File: src/rtl/instr_fetch_unit_if.sv
// Instruction-memory fetch bus: request/address out, data/valid strobe back.
interface instr_fetch_unit_if;
  logic        imem_req;
  logic [31:0] imem_addr;
  logic [31:0] imem_rdata;
  logic        imem_valid;

  modport master (output imem_req, output imem_addr, input imem_rdata, input imem_valid);
  modport slave  (input imem_req, input imem_addr, output imem_rdata, output imem_valid);
endinterface

File: src/rtl/instr_fetch_unit.sv
// Fetch stage: owns PC and IR, fetches over the imem handshake, applies
// control_unit advance/redirect commands.
//
// state | meaning
// IDLE  | post-reset, start fetching next cycle
// REQ   | request issued for PC
// WAIT  | waiting for imem_valid (timeout counted here)
// READY | IR holds the word at PC, waiting for a command
// HALT  | misaligned redirect or memory timeout, only reset exits
module instr_fetch_unit #(
  parameter logic [31:0] RESET_PC    = 32'h0000_0000,
  parameter int unsigned TIMEOUT_CYC = 16
) (
  input  logic                       fetch_clk,
  input  logic                       fetch_rst_n,
  input  logic                       ic_count,
  input  logic                       ic_dir,
  input  logic                       ic_wr_en,
  input  logic [31:0]                branch_target,
  instr_fetch_unit_if.master         imem,
  output logic [31:0]                instr_out,
  output logic                       instr_valid,
  output logic [31:0]                pc_out,
  output logic                       fetch_err
);

  localparam logic [2:0] IDLE  = 3'd0;
  localparam logic [2:0] REQ   = 3'd1;
  localparam logic [2:0] WAIT  = 3'd2;
  localparam logic [2:0] READY = 3'd3;
  localparam logic [2:0] HALT  = 3'd4;

  localparam int unsigned CW = $clog2(TIMEOUT_CYC + 1);
  localparam logic [CW-1:0] TO_LAST = CW'(TIMEOUT_CYC - 1);
  localparam logic [31:0] NOP = 32'h0000_0013;

  logic [2:0]    state;
  logic [31:0]   pc;
  logic [31:0]   ir;
  logic          flush;
  logic [CW-1:0] to_cnt;
  logic          misaligned;

  assign misaligned     = (branch_target[1:0] != 2'b00);
  assign imem.imem_req  = (state == REQ) || (state == WAIT);
  assign imem.imem_addr = pc;
  assign instr_valid    = (state == READY);
  assign instr_out      = ir;
  assign pc_out         = pc;

  always_ff @(posedge fetch_clk) begin
    if (!fetch_rst_n) begin
      state     <= IDLE;
      pc        <= RESET_PC;
      ir        <= NOP;
      flush     <= 1'b0;
      to_cnt    <= '0;
      fetch_err <= 1'b0;
    end else begin
      case (state)
        IDLE: begin
          state  <= REQ;
          to_cnt <= '0;
        end
        REQ: begin
          to_cnt <= '0;
          if (ic_wr_en && misaligned) begin
            fetch_err <= 1'b1;
            state     <= HALT;
          end else begin
            // memory may already have taken the old address; drop its reply
            if (ic_wr_en) begin
              pc    <= branch_target;
              flush <= 1'b1;
            end
            state <= WAIT;
          end
        end
        WAIT: begin
          if (ic_wr_en && misaligned) begin
            fetch_err <= 1'b1;
            state     <= HALT;
          end else if (imem.imem_valid) begin
            if (ic_wr_en) pc <= branch_target;
            if (flush || ic_wr_en) begin
              flush <= 1'b0;
              state <= REQ;
            end else begin
              ir    <= imem.imem_rdata;
              state <= READY;
            end
          end else if (to_cnt == TO_LAST) begin
            fetch_err <= 1'b1;
            state     <= HALT;
          end else begin
            to_cnt <= to_cnt + 1'b1;
            if (ic_wr_en) begin
              pc    <= branch_target;
              flush <= 1'b1;
            end
          end
        end
        READY: begin
          if (ic_wr_en) begin
            if (misaligned) begin
              fetch_err <= 1'b1;
              state     <= HALT;
            end else begin
              pc    <= branch_target;
              state <= REQ;
            end
          end else if (ic_count) begin
            pc    <= ic_dir ? pc - 32'd4 : pc + 32'd4;
            state <= REQ;
          end
        end
        HALT: state <= HALT;
        default: state <= IDLE;
      endcase
    end
  end

endmodule
File: src/flat_wrapper.sv
// flat-port wrapper written by rule: the top's interface ports become plain ports
module instr_fetch_unit_flat 
#(
  parameter logic [31:0] RESET_PC    = 32'h0000_0000,
  parameter int unsigned TIMEOUT_CYC = 16
)
  (fetch_clk, fetch_rst_n, ic_count, ic_dir, ic_wr_en, branch_target, instr_out, instr_valid, pc_out, fetch_err, imem_imem_req, imem_imem_addr, imem_imem_rdata, imem_imem_valid);
  instr_fetch_unit_if imem_i ();
  input  logic fetch_clk;
  input  logic fetch_rst_n;
  input  logic ic_count;
  input  logic ic_dir;
  input  logic ic_wr_en;
  input  logic [31:0] branch_target;
  output logic [31:0] instr_out;
  output logic instr_valid;
  output logic [31:0] pc_out;
  output logic fetch_err;
  output wire logic [$bits(imem_i.imem_req)-1:0] imem_imem_req;
  output wire logic [$bits(imem_i.imem_addr)-1:0] imem_imem_addr;
  input wire logic [$bits(imem_i.imem_rdata)-1:0] imem_imem_rdata;
  input wire logic [$bits(imem_i.imem_valid)-1:0] imem_imem_valid;
  assign imem_imem_req = imem_i.imem_req;
  assign imem_imem_addr = imem_i.imem_addr;
  assign imem_i.imem_rdata = imem_imem_rdata;
  assign imem_i.imem_valid = imem_imem_valid;
  instr_fetch_unit #(.RESET_PC(RESET_PC), .TIMEOUT_CYC(TIMEOUT_CYC)) u_core (.fetch_clk(fetch_clk), .fetch_rst_n(fetch_rst_n), .ic_count(ic_count), .ic_dir(ic_dir), .ic_wr_en(ic_wr_en), .branch_target(branch_target), .imem(imem_i), .instr_out(instr_out), .instr_valid(instr_valid), .pc_out(pc_out), .fetch_err(fetch_err));
endmodule
File: config.mk
export PLATFORM = sky130hd
export DESIGN_NAME = instr_fetch_unit_flat
export DESIGN_NICKNAME = d
export VERILOG_FILES = /design/src/rtl/instr_fetch_unit_if.sv /design/src/rtl/instr_fetch_unit.sv /design/src/flat_wrapper.sv
export SDC_FILE = /design/constraint.sdc
export NUM_CORES = 1
export LEC_CHECK = 0
export ABC_AREA = 1
export BUFFER_PORTS_ARGS = -buffer_cell sky130_fd_sc_hd__buf_2
export CORE_MARGIN = 2
export CORE_UTILIZATION = 40
export DETAILED_ROUTE_END_ITERATION = 16
export PLACE_DENSITY_LB_ADDON = 0.05
export SETUP_SLACK_MARGIN = 0.4
export SLEW_MARGIN = 20
export SYNTH_ARGS = -nofsm -noshare
export SYNTH_HDL_FRONTEND = slang
export SYNTH_SLANG_ARGS = --single-unit
File: constraint.sdc
create_clock -name fetch_clk -period 2.4 [get_ports fetch_clk]
set_input_delay 0.12 -clock fetch_clk [delete_from_list [all_inputs] [get_ports fetch_clk]]
set_output_delay 0.12 -clock fetch_clk [all_outputs]
set_load 0.005 [all_outputs]
==> out/metrics.cfg, run 1 <==
[timing]
setup_ws_ns = 0.489
tightestPinTransition_ns = 0.472
slew_headroom = 0.685
max_freq_mhz = 523
drv_slew = 0
fin_worst_skew_ns = 0.00967
post-route-min-period_ns = 1.91
period_share = 0.796
finalSetupViolCount = 0
whs_ns = 0.00977
rsz0062_at_grt = yes
tns_ns = 0
hold_viol = 0

[finish]
nNetsFinal = 1153
drive_gt1_frac = 0.298
layoutNonFillerInstCount = 1237
area_growth_pct = 30.5
fillCellCount = 1432
antenna_cells = 0
design_area_mm2 = 0.00724

[drt]
vias_per_cell = 4.77
drc = 0
antenna_left = 0
first_iter_violations = 323
dr.pass1.iters = 5
wl_per_cell_um = 13.5
via_count = 5906
drt_wl_total_um = 16700

[yosys]
synth_top_area_cell = dfxtp_1
synth_commonest_cells = nand2_1, nor2_1, inv_1, dfxtp_1, o21ai_0
syn_area_mm2 = 0.00555
synth-seq-area-share = 0.267
synth_top_area_frac = 0.267
synth-seq-cells = 74
synth_most_common_cell = nand2_1
postSynthAreaPerCell_um2 = 6.17
synth_flop_cell = dfxtp_1
synth-edff-count = 0
yosysUniqueCellTypes = 38
syn_nets = 1000
synth_warnings = 0
syn_inst = 899
synth.area.top_cells = dfxtp_1, nand2_1, nor2_1, inv_1, ha_1
async_flop_share = 0

[power_and_ir_drop]
ir_drop_mv = 0.355
p_leak_nw = 3.74
cellPowerDensity_mw_per_mm2 = 767

[setup_path]
path_class = reg2reg
worstPathArrival_ns = 2.18
cp-start-kind = flip-flop
endpoint_kind = flip-flop
path_max_fanout = 6
required_ns = 2.67

[cts]
path_clk_slew_ns = 0.07
cts_sinks = 74
cts_tree = built
cts_buffers = 9
ctsHtreeMaxLevel = 3
clk_latency_ns = 0.35
cts_root_buf = clkbuf_16
clockBufferDepth = 2

[placed_design]
dp_hpwl_um = 12000
portBuffers = 168
post-place-ws_ns = 0.0714
placed_area_mm2 = 0.00637
dp.cells = 1203
place.gp.congestion = 0.900

[floorplan]
die_area_mm2 = 0.0148
coreArea_mm2 = 0.0137
initial_core_util = 0.404
rows = 43
die_h_um = 122
ios = 169
die_x_um = 122

[outcome]
outcome = complete, no violations

[global_routing]
first_global_vias = 5186
grt_pass1_wl_um = 25000
grt_usage = 0.212
grt_max_degree = 50
grt_antenna_before_repair = 0
grt-ovfl-total = 0

[run]
max_cap_viol_count = 0

[hold_path]
worstHoldPathType = in2reg

-- layer usage --
layer  GRT usage  up-vias  routed length [um]
li1            -     3123                   -
met1       0.284     2597                7840
met2       0.341      160                7620
met3      0.0309       26                 846
met4      0.0848        0                 365
met5           0        -                   0
-- final timing paths --
path                                        from                         to  slack, ns  cells after the start
worst min-delay path            branch_target[9]   u_core.imem.imem_addr[9]       0.01                      3
worst max register to register  u_core.to_cnt[0]  u_core.imem.imem_addr[21]       0.49                     13
worst min register to register  u_core.fetch_err           u_core.fetch_err       0.45                      2
worst max-delay path            u_core.to_cnt[0]  u_core.imem.imem_addr[21]       0.49                     13
-- placed cells by master (no fill, tap or decap), types with 4 or more instances in the layout --
| cell type | Yosys | routed |
|---|---|---|
| inv_1 | 105 | 104 |
| dfxtp_2 | 0 | 8 |
| nor3_1 | 9 | 8 |
| or2_2 | 6 | 6 |
| nor2_2 | 14 | 12 |
| o21ai_0 | 63 | 63 |
| ha_1 | 30 | 14 |
| nor2_1 | 138 | 133 |
| a21oi_2 | 10 | 16 |
| a211oi_2 | 4 | 4 |
| nand2_1 | 242 | 231 |
| buf_2 | 3 | 167 |
| buf_4 | 35 | 18 |
| ha_4 | 0 | 13 |
| o21ai_1 | 5 | 5 |
| nor2_4 | 0 | 7 |
| nand3_1 | 54 | 51 |
| xnor2_1 | 4 | 4 |
| dfxtp_1 | 74 | 66 |
| clkbuf_16 | 0 | 12 |
| inv_2 | 5 | 6 |
| a21oi_1 | 49 | 43 |
| nand2_2 | 3 | 14 |
-- per-stage QoR --
stage,utilization,total power [mW]
floorplan,-,3.14
global placement,0.465,3.71
detailed placement,0.465,3.70
CTS,0.490,5.18
global route,0.528,5.97
finish,0.528,5.55
-- kinds of logic (layout without fill, tap and decap cells) --
kind of cell    after synthesis  after routing  synth area share
compound gates              142            142             0.148
xor+xnor                      4              4           0.00632
fa+ha+maj                    31             31            0.0713
buf+inv                     169            325             0.144
flops                        74             74             0.267
simple gates                479            481             0.363
-- layout make-up --
| cell class | count | area [um2] | share of cell area |
|---|---|---|---|
| clock buffer | 11 | 253 | 0.0349 |
| clock inverter | 5 | 60.1 | 0.00830 |
| inverter | 112 | 428 | 0.0591 |
| multi-input combinational | 658 | 3590 | 0.496 |
| sequential | 74 | 1490 | 0.206 |
| tap | 180 | 225 | 0.0311 |
| timing repair buffer | 197 | 1190 | 0.164 |
-- timing repair --
item / CTS / global route
gates resized for setup: 3 / 68
hold buffers: 3 / 0
endpoints found under the hold margin: 3 / 0
endpoints found under the setup margin: 23 / 32
pin swaps: 2 / 12
setup buffers: 0 / 9
cloned: 0 / 6
-- power breakdown --
group | switching [mW] | leakage, nW | internal (mW)
Clock | 0.581 | 0.153 | 0.869
Sequential | 0.195 | 0.604 | 1.41
Combinational | 1.42 | 2.98 | 1.08
Total | 2.19 | 3.74 | 3.36
-- flip-flops by register name, indices dropped and copies added (netlist names) --
register	count
u_core.flush	1
u_core.to_cnt	5
u_core.instr_out	32
u_core.imem.imem_addr	32
u_core.fetch_err	1
u_core.state	3
-- critical path, stage by stage, from the launching register on --
cell       delay [ns]
dfxtp_2          0.34
ha_2             0.18
inv_2            0.07
nor3_2           0.04
ha_2             0.19
nand2_2          0.09
nor2_4           0.05
nor3_4           0.19
buf_12           0.15
nand2_8          0.09
clkbuf_16        0.20
nor2_4           0.10
nand2_2          0.06
a21oi_2          0.10
Note: power is estimated with default switching activity, not from simulation.
==> inputs of run 2 (changes only) <==
ABC_AREA = 0   (was 1)
clock period = 1.7 ns   (was 2.4 ns; I/O delays follow)
==> run 2 against run 1 <==
- the flow now finishes with violations (negative setup slack)
- utilization increased by 23 points
- global-route usage is 7.3 points higher
- synthesized cell count fell by 27%
- power increased by 40%
- maximum frequency decreased by 17%
- die area down 10%
- first-iteration DRC count is 13% lower
- clock skew is 0.0012 ns lower
- register-to-register slack got worse by 1.1 ns
- non-clock buffer count increased by 207
- cell area is 26% higher
- clock-buffer cell count shrank 1
==> out/metrics.cfg, run 2 <==
[setup_path]
crit_buf_inv = 4  ; was 3
path_delay_family = compound AO/OA/AOI/OAI gates  ; was simple AND/OR/NAND/NOR gates
path_class = reg2reg  ; unchanged
path_max_fanout = 6  ; unchanged
cp-start-kind = flip-flop  ; unchanged
endpoint_kind = flip-flop  ; unchanged
cpMaxStageDelayCell = a221oi_4  ; was dfxtp_2
crit_path_cell_trace = ha_4 > and3_4 > ha_4 > or3b_4 > o21ai_4 > a221oi_4 > buf_4 > buf_6 > buf_8 > buf_6 > nor2_1 > a311oi_1  ; was ha_2 > inv_2 > nor3_2 > ha_2 > nand2_2 > nor2_4 > nor3_4 > buf_12 > nand2_8 > clkbuf_16 > nor2_4 > nand2_2 > a21oi_2
worstPathArrival_ns = 2.56  ; was 2.18 ns
cpPeakStageDelay_ns = 0.35  ; was 0.34 ns
required_ns = 1.95  ; was 2.67 ns

[yosys]
postSynthAreaPerCell_um2 = 7.55  ; was 6.17 um2
synth_top_area_cell = dfxtp_1  ; unchanged
async_flop_share = 0  ; unchanged
synth-seq-cells = 74  ; unchanged
synth-simple-area-share = 0.217  ; was 0.363
synth_most_common_cell = nand2_1  ; unchanged
synth_commonest_cells = nand2_1, a21oi_1, dfxtp_1, nor2_1, o21ai_0  ; was nand2_1, nor2_1, inv_1, dfxtp_1, o21ai_0
syn_inst = 659  ; was 899
syn_area_mm2 = 0.00497  ; was 0.00555 mm2
synth.area.top_cells = dfxtp_1, a21oi_1, nand2_1, ha_1, buf_4  ; was dfxtp_1, nand2_1, nor2_1, inv_1, ha_1
synth_compound_area_frac = 0.267  ; was 0.148
synth-seq-area-share = 0.298  ; was 0.267
synth_warnings = 0  ; unchanged
yosysUniqueCellTypes = 70  ; was 38
synthMuxAreaShare = 0.00830  ; was 0
syn_nets = 760  ; was 1,000
synth_top_area_frac = 0.298  ; was 0.267
synth-xor-area-share = 0.0370  ; was 0.00632
synth_flop_cell = dfxtp_1  ; unchanged
synth-edff-count = 0  ; unchanged
synthAdderAreaFrac = 0.0795  ; was 0.0713
synth_top_family_by_area = compound AO/OA/AOI/OAI gates  ; was simple AND/OR/NAND/NOR gates

[drt]
dr.pass1.iters = 5  ; unchanged
antenna_left = 0  ; unchanged
first_iter_violations = 281  ; was 323
met3_length_um = 1250  ; was 846 um
vias_per_cell = 5.36  ; was 4.77
wl_met2_um = 10800  ; was 7620 um
highest_layer = met4  ; unchanged
drc = 0  ; unchanged
wl_met1_um = 8320  ; was 7840 um
wl_per_cell_um = 17.8  ; was 13.5 um
via_count = 6312  ; was 5,906
drt_wl_total_um = 20900  ; was 16,700 um

[finish]
multi_input_area_mm2 = 0.00397  ; was 0.00359 mm2
layoutNonFillerInstCount = 1177  ; was 1,237
postLayoutCoreUtil = 0.756  ; was 0.528
regArea_mm2 = 0.00151  ; was 0.00149 mm2
fillCellCount = 826  ; was 1,432
final_cell_mix = buf_2, buf_4, nand2_1  ; was nand2_1, buf_2, nor2_1
nNetsFinal = 1104  ; was 1,153
layout_commonest_cell = buf_2  ; was nand2_1
area_growth_pct = 83.4  ; was 30.5%
drive_gt1_frac = 0.563  ; was 0.298
design_area_mm2 = 0.00912  ; was 0.00724 mm2

[floorplan]
coreArea_mm2 = 0.0121  ; was 0.0137 mm2
die_h_um = 115  ; was 122 um
ios = 169  ; unchanged
rows = 40  ; was 43
die_area_mm2 = 0.0133  ; was 0.0148 mm2
initial_core_util = 0.412  ; was 0.404
die_x_um = 115  ; was 122 um

[cts]
clk_latency_ns = 0.35  ; about the same
ctsHtreeMaxLevel = 3  ; unchanged
path_clk_slew_ns = 0.06  ; was 0.07 ns
clockBufferDepth = 2  ; unchanged
cts_buffers = 9  ; unchanged
cts_tree = built  ; unchanged
cts_sinks = 74  ; unchanged
cts_root_buf = clkbuf_16  ; unchanged

[timing]
hold_viol = 0  ; unchanged
tightestPinTransition_ns = 0.531  ; was 0.472 ns
slew_headroom = 0.646  ; was 0.685
rsz0062_at_grt = yes  ; unchanged
tns_ns = -23.39  ; was 0 ns
drv_slew = 0  ; unchanged
setup_ws_ns = -0.606  ; was 0.489 ns
max_freq_mhz = 434  ; was 523 MHz
period_share = 1.36  ; was 0.796
fin_worst_skew_ns = 0.00844  ; was 0.00967 ns
post-route-min-period_ns = 2.31  ; was 1.91 ns
whs_ns = 0.00651  ; was 0.00977 ns
finalSetupViolCount = 73  ; was 0

[power_and_ir_drop]
cellPowerDensity_mw_per_mm2 = 851  ; was 767 mW/mm2
p_leak_nw = 4.13  ; was 3.74 nW
p_total_mw = 7.76  ; was 5.55 mW
ir_drop_mv = 0.608  ; was 0.355 mV

[outcome]
failed_checks = negative setup slack
outcome = finished, violations left  ; was complete, no violations

[placed_design]
place.gp.congestion = 0.881  ; was 0.900
portBuffers = 168  ; unchanged
dp_hpwl_um = 12700  ; was 12,000 um
placed_area_mm2 = 0.00727  ; was 0.00637 mm2
dp.cells = 1085  ; was 1,203
post-place-ws_ns = -0.663  ; was 0.0714 ns

[global_routing]
grt_pass1_wl_um = 30100  ; was 25,000 um
grt_max_degree = 32  ; was 50
grt_antenna_before_repair = 0  ; unchanged
first_global_vias = 6202  ; was 5,186
grt_usage = 0.285  ; was 0.212
grt-ovfl-total = 0  ; unchanged

[hold_path]
worstHoldPathType = in2reg  ; unchanged

[run]
max_cap_viol_count = 0  ; unchanged

run 2: cell types whose count changed after synthesis, moves of 7 or more:
cell      change
nor2_1       -95
inv_1        -97
xor2_1       +15
clkbuf_1      +7
nand3_1      -32
o21a_1        +7
a21oi_2       -9
a311oi_1      +7
a21oi_1      +50
a211oi_1      +8
nand2_1     -125
o21ai_0      -26
nor2_2       -13
buf_2         +9
run 2: worst min-delay path: cells and delay by family:
family          cells  cell delay (ns)
compound gates      2             0.14
buf+inv             1             0.08
run 2: cell families (layout without fill, tap and decap cells):
| family | Yosys count | after routing |
|---|---|---|
| other | 0 | 1 |
| DFF | 74 | 74 |
| adders and majority gates | 31 | 31 |
| xor gates and xnor gates | 21 | 21 |
| and+or+nand+nor | 239 | 239 |
| AOI/OAI and AO/OA | 210 | 210 |
| buffers and inverters | 80 | 429 |
| muxes | 4 | 4 |
run 2: area by class of cell:
class	count	share of cell area
inverters	9	0.00371
clock buffers	10	0.0262
flip-flops and latches	74	0.165
multi-input cells	505	0.435
diodes	1	0.000274
repair buffers	404	0.339
well taps	168	0.0231
clock inverters	6	0.00727
run 2: report_power, final:
| group | total [mW] | leakage (nW) | internal [mW] | switching [mW] |
|---|---|---|---|---|
| combinational | 3.68 | 3.38 | 1.96 | 1.72 |
| clock | 2.00 | 0.141 | 1.18 | 0.824 |
| sequential | 2.07 | 0.609 | 1.90 | 0.170 |
run 2: path summary, 6_finish.rpt:
check                    startpoint                   endpoint  slack, ns  cells after the start
setup / recovery   u_core.to_cnt[1]  u_core.imem.imem_addr[15]      -0.61                     12
hold / removal    branch_target[20]  u_core.imem.imem_addr[20]      0.007                      3
setup reg to reg   u_core.to_cnt[1]  u_core.imem.imem_addr[15]      -0.61                     12
hold reg to reg    u_core.fetch_err           u_core.fetch_err       0.47                      2
run 2: metal layers:
| metal | up-vias | track usage |
|---|---|---|
| li1 | 3005 | - |
| met1 | 2999 | 0.331 |
| met2 | 261 | 0.519 |
| met3 | 47 | 0.0633 |
| met4 | 0 | 0.0867 |
| met5 | - | 0 |
run 2: repair_timing:
action	in CTS	in global routing
gates cloned	8	2
setup buffers	18	12
hold endpoints to repair	35	0
hold buffers	35	0
resized for setup	96	89
pin swaps	35	40
setup endpoints to repair	75	75
